--- src/rtl/reg_skid_buffer.sv ---
// Two-entry registered valid/ready slice: 1-cycle latency, full throughput while m_ready_i=1.
// A single skid entry absorbs the word in flight when downstream stalls; s_ready_o depends on registered state and en_i only.
module reg_skid_buffer #(
    parameter int                DATA_W  = 21,
    parameter logic [DATA_W-1:0] RST_VAL = {DATA_W{1'b0}}
) (
    input  logic              clk_i,
    input  logic              rst_i,
    input  logic              en_i,
    input  logic              s_valid_i,
    output logic              s_ready_o,
    input  logic [DATA_W-1:0] s_data_i,
    output logic              m_valid_o,
    input  logic              m_ready_i,
    output logic [DATA_W-1:0] m_data_o,
    output logic [1:0]        level_o
);

    typedef enum logic [1:0] {
        EMPTY = 2'd0,
        BUSY  = 2'd1,
        FULL  = 2'd2
    } state_e;

    state_e            state_q, state_d;
    logic [DATA_W-1:0] main_q, main_d;
    logic [DATA_W-1:0] skid_q, skid_d;
    logic              push, pop;

    always_ff @(posedge clk_i) begin
        if (rst_i) begin
            state_q <= EMPTY;
            main_q  <= RST_VAL;
            skid_q  <= RST_VAL;
        end else begin
            state_q <= state_d;
            main_q  <= main_d;
            skid_q  <= skid_d;
        end
    end

    // push/pop already carry en_i through the handshake outputs, so a frozen slice holds.
    always_comb begin
        state_d = state_q;
        main_d  = main_q;
        skid_d  = skid_q;
        case (state_q)
            EMPTY: begin
                if (push) begin
                    state_d = BUSY;
                    main_d  = s_data_i;
                end
            end
            BUSY: begin
                if (push && pop) begin
                    main_d = s_data_i;
                end else if (push) begin
                    state_d = FULL;
                    skid_d  = s_data_i;
                end else if (pop) begin
                    state_d = EMPTY;
                end
            end
            FULL: begin
                if (pop) begin
                    state_d = BUSY;
                    main_d  = skid_q;
                end
            end
            default: state_d = EMPTY;
        endcase
    end

    always_comb begin
        s_ready_o = en_i && (state_q != FULL);
        m_valid_o = en_i && (state_q != EMPTY);
        push      = s_valid_i && s_ready_o;
        pop       = m_valid_o && m_ready_i;
        m_data_o  = main_q;
        level_o   = state_q;
    end

endmodule

--- config.mk ---
export PLATFORM = sky130hd
export DESIGN_NAME = reg_skid_buffer
export DESIGN_NICKNAME = d
export VERILOG_FILES = /design/src/rtl/reg_skid_buffer.sv
export SDC_FILE = /design/constraint.sdc
export NUM_CORES = 1
export LEC_CHECK = 0
export BUFFER_PORTS_ARGS = -buffer_cell sky130_fd_sc_hd__buf_2
export CORE_MARGIN = 2
export CORE_UTILIZATION = 49
export CTS_CLUSTER_DIAMETER = 40
export CTS_CLUSTER_SIZE = 40
export DETAILED_ROUTE_END_ITERATION = 16
export PLACE_DENSITY = 0.74
export SLEW_MARGIN = 20
export SYNTH_ARGS = -nofsm -noshare
export SYNTH_HDL_FRONTEND = slang
export SYNTH_SLANG_ARGS = --single-unit
--- constraint.sdc ---
create_clock -name clk_i -period 3.3 [get_ports clk_i]
set_input_delay 0.165 -clock clk_i [delete_from_list [all_inputs] [get_ports clk_i]]
set_output_delay 0.165 -clock clk_i [all_outputs]
set_load 0.05 [all_outputs]
* Word level (Yosys, flattened, before mapping)
Cells that the tools add are included.
W data, S select, Z words.
** Storage, ports and cells
- Output and inout bits :: 25
- Input port bits :: 26
- Register bits :: 44
** Cells by class
- Mux-type cells :: 10
- Equality and inequality tests :: 8
- Bitwise operators :: 1
- Reductions and logical operators :: 11
** Operators with widths (count)
- $mux W21 :: 3
- $pmux W21 S3 :: 1
- $mux W2 :: 5
- $ne A2 B2 Y1 const B :: 5
- $reduce_and A4 Y1 :: 2
- $pmux W2 S3 :: 1
- $logic_and A1 B1 Y1 :: 5
- $ne A3 B3 Y1 const B :: 1
- $reduce_and A3 Y1 :: 1
- $reduce_bool A3 Y1 :: 1
- $eq A2 B1 Y1 const B :: 1
- $eq A2 B2 Y1 const B :: 1
- $logic_not A2 Y1 :: 1
- $reduce_bool A2 Y1 :: 1
- $not A1 Y1 :: 1

* Logic depth before layout (Yosys ltp)
- Depth in word-level cells :: 7
- Gate-level depth with buffers :: 5
- Depth with buffers taken out :: 3

* Worst setup path after synthesis
OpenSTA, ideal clock, no wires.
- Path kind :: register to output
- Start point :: register state_q[0], in the netlist level_o[0]
- End point :: output s_ready_o
- Slack :: 1.519 ns
- Data arrival time :: 1.616 ns
- Buffers on the path :: 2
- Cell stages (with the launch flop) :: 5
- Data required time :: 3.135 ns
- Cells stage by stage :: dfxtp_1 nand2b_1 buf_4 buf_4 and2_1
** Between the ends
- Longest elaborated chain between the ends :: 2
** Ends and longest elaborated chain
- start: declaration :: line 25 : state_e state_q, state_d;
- start signal: assignment :: line 36 : state_q <= state_d;
- $ne A2 B2 Y1 :: line 75 : s_ready_o = en_i && (state_q != FULL);
- $logic_and A1 B1 Y1 :: line 75
- end: declaration :: line 11 : output logic s_ready_o,
No other way between the ends.

* Final worst setup path
- Start point :: register state_q[1], in the netlist level_o[1]
- End point :: register main_q[6], in the netlist m_data_o[6]
** Between the ends
- Longest elaborated chain between the ends :: 6
** Ends and longest elaborated chain
- $ne A2 B2 Y1 / $reduce_bool A2 Y1 (equally long branches) :: line 75, 76
- $logic_and A1 B1 Y1 (on tied branches) :: line 75, 76
- $logic_and A1 B1 Y1 (on tied branches) :: line 77, 78
- $logic_and A1 B1 Y1 :: line 55 : if (push && pop) begin
- $ne A2 B2 Y1 (no source line)
- $reduce_and A4 Y1 (no source line)
- end signal: assignment :: line 37 : main_q <= main_d;
- end: declaration :: line 26 : logic [DATA_W-1:0] main_q, main_d;
Several ways; a longest one is shown, not always the timed one.
A chain may end at the register's enable or synchronous reset.

==> metrics.csv <==
stage,metric,value,unit
timing,RSZ-0062 raised after global routing,false,
global_routing,initial antenna violation count,0,
pwr,P_leak,1.05,nW
cts,CTS root buf,clkbuf_8,
cts,H-tree depth,2,
cts,Hold Buf Count CTS,0,
synthesis,"top cells by area, synth","dfxtp_1 (41%), a211oi_2 (12%), mux2i_1 (9.8%)",
cts,Inserted Clock Buffers,5,
cts,Longest Clk Path Bufs,2,
floorplan,starting density of the core,0.501,
synthesis,compound-cell area share of the yosys netlist,0.312,
synthesis,Post-Synth Adder-Cell Area,0,
timing,clk_skew,0.00837,ns
pwr,Pwr Density,507,nW/um2
synthesis,post-synthesis mux area share,0.105,
synthesis,"EDFF count, synth",0,
synthesis,register area share after synthesis,0.412,
global_routing,vias in the first global route,1677,
detailed_routing,post-DR vias/cell,5.81,
placed_design,Final HPWL DP,3040,um
synthesis,Netlist cell types,24,
timing,Final min period,1.97,ns
synthesis,Synth async-reset ratio,0,
timing,Final setup viols,0,
global_routing,GRT Total Usage,0.200,
timing,Setup TNS Final,0,ns
floorplan,# rows,24,
synthesis,Yosys reg bits,44,
floorplan,die footprint,4910,um2
synthesis,post-synthesis area per instance,10.1,um2
synthesis,most frequent cells after synthesis,"dfxtp_1 (44), a21oi_1 (23), a211oi_1 (22)",
timing,Final Hold Viols,0,
floorplan,die height,70.0,um
floorplan,core area,4260,um2
cts,clk sink count,44,
timing,Worst Max-Slew Pin Slew,1.00,ns
timing,Max Slew Vio Count,0,
worst_setup_path,type of the worst setup path,flop to flop,
pwr,Worst VDD drop,336,uV
detailed_routing,Routed wire per std cell,15.8,um
worst_setup_path,CP arrival,2.11,ns
global_routing,largest net degree at the start of global routing,46,
synthesis,YS warnings,0,
worst_setup_path,WP data required,3.44,ns
placed_design,Placer Congestion,0.732,
finish,Final nets,275,
timing,Peak Freq,507,MHz
detailed_routing,final wirelength,4760,um
global_routing,global-route wire length before repair,7910,um
cts,"Gates resized, CTS repair",0,
detailed_routing,initial drt markers,92,
pwr,Final Power,0.00125,W
status,status,completed,
synthesis,largest family of logic cells by synthesized area,compound AO/OA/AOI/OAI gates,
timing,Max-slew headroom,0.330,
synthesis,Mapped Cells,212,
synthesis,post-synthesis xor/xnor area fraction,0.00410,
finish,ant diodes,0,
finish,area grow syn2layout,15.2,%
min_path,hold crit path type,input port to flop,
detailed_routing,drc violations,0,
synthesis,leading area contributor after synthesis,dfxtp_1,
synthesis,Synth top area share,0.412,
global_routing,Overflow after GRT,0,
synthesis,most common cell in the netlist,dfxtp_1,
worst_setup_path,CP Capture Type,flop,
synthesis,Syn Nets,238,
finish,share of cells above drive strength 1,0.332,
cts,Post-CTS Setup Inserts,0,
detailed_routing,DR pass1 iterations,4,
floorplan,# IOs,51,
cts,CTS tree,yes,
placed_design,port buffer count,50,
timing,period utilization,0.598,
floorplan,die width,70.0,um
cts,"Clk Latency, worst-skew pair",0.30,ns
worst_setup_path,crit path max fanout,22,
flow_run,Max Cap Viol,0,
synthesis,Main synth FF type,dfxtp_1,
synthesis,Mapped Area,2140,um2
cts,"Reg clk slew, reported paths",0.08,ns
detailed_routing,Vias,1756,
synthesis,Synth Area in Simple Gates,0.101,
worst_setup_path,crit start category,flop,
detailed_routing,DRT antenna net count,0,
[cells by family (layout without fill, tap and decap cells)]
group	after synthesis	after routing
xor+xnor	1	1
compound gates	90	90
buf+inv	26	64
flops	44	44
mux	22	22
simple gates	29	29
[power breakdown]
| part | internal, W | switching [W] | total [W] |
|---|---|---|---|
| clock network | 0.000225 | 0.000178 | 0.000402 |
| logic | 0.0000815 | 0.000189 | 0.000271 |
| registers | 0.000559 | 0.0000174 | 0.000576 |
| total | 0.000865 | 0.000384 | 0.00125 |
[worst max-delay path, stage by stage (launching register included)]
cell      delay, ns
dfxtp_1        0.39
and4b_1        0.27
buf_4          0.24
a21o_1         0.51
buf_4          0.31
a211oi_2       0.08
[stage by stage]
stage,util,std cells,area (um2),setup slack (ns),hold WS [ns]
3_3_place_gp,0.552,294,2350,1.40,0.450
4_1_cts,0.577,302,2460,1.33,0.136
5_1_grt,0.577,302,2460,1.17,0.151
3_5_place_dp,0.552,294,2350,1.35,0.455
6_report,0.577,302,2460,1.33,0.140
2_1_floorplan,-,212,2140,1.52,0.328
[cells in the final DEF, fill, tap and decap left out]
cell type / netlist / routed
and4b_1: 2 / 2
clkinv_2: 0 / 1
dfxtp_1: 44 / 44
nand2b_1: 2 / 2
bufinv_16: 0 / 1
nand4b_1: 1 / 1
a211oi_2: 20 / 20
a211o_1: 1 / 1
mux2i_1: 21 / 21
clkbuf_1: 11 / 1
mux2_4: 1 / 1
and2b_1: 1 / 1
and2_1: 1 / 1
nand3b_1: 21 / 21
clkbuf_8: 0 / 5
a21oi_1: 23 / 23
o21a_1: 1 / 1
a21o_1: 2 / 2
nand2_1: 1 / 1
buf_4: 3 / 5
inv_1: 1 / 1
a211oi_1: 22 / 22
xor2_1: 1 / 1
o21ai_0: 21 / 21
buf_2: 6 / 50
[final timing paths]
path / startpoint / to / slack, ns / cells past startpoint
setup / recovery: level_o[1] / m_data_o[6] / 1.33 / 5
hold / removal: s_data_i[16] / skid_q[16] / 0.14 / 3
setup reg to reg: level_o[1] / m_data_o[6] / 1.33 / 5
hold reg to reg: skid_q[13] / skid_q[13] / 0.48 / 2
[routing by layer]
layer  GRT usage  share of wire
met5           0              0
met4      0.0705          0.013
met3      0.0592          0.059
met2       0.320           0.46
met1       0.257           0.47
[sequential cells by signal (all words and copies together), names as in the netlist]
register,count
level_o,2
m_data_o,21
skid_q,21
[layout make-up]
| class | instances | area [um2] |
|---|---|---|
| clock buffer | 6 | 72.6 |
| clock inverter | 2 | 35.0 |
| fill | 380 | 1800 |
| inverter | 1 | 3.75 |
| multi-input combinational | 142 | 1120 |
| sequential | 44 | 881 |
| tap | 52 | 65.1 |
| timing repair buffer | 55 | 288 |
Power figures use the tool's default switching activity.
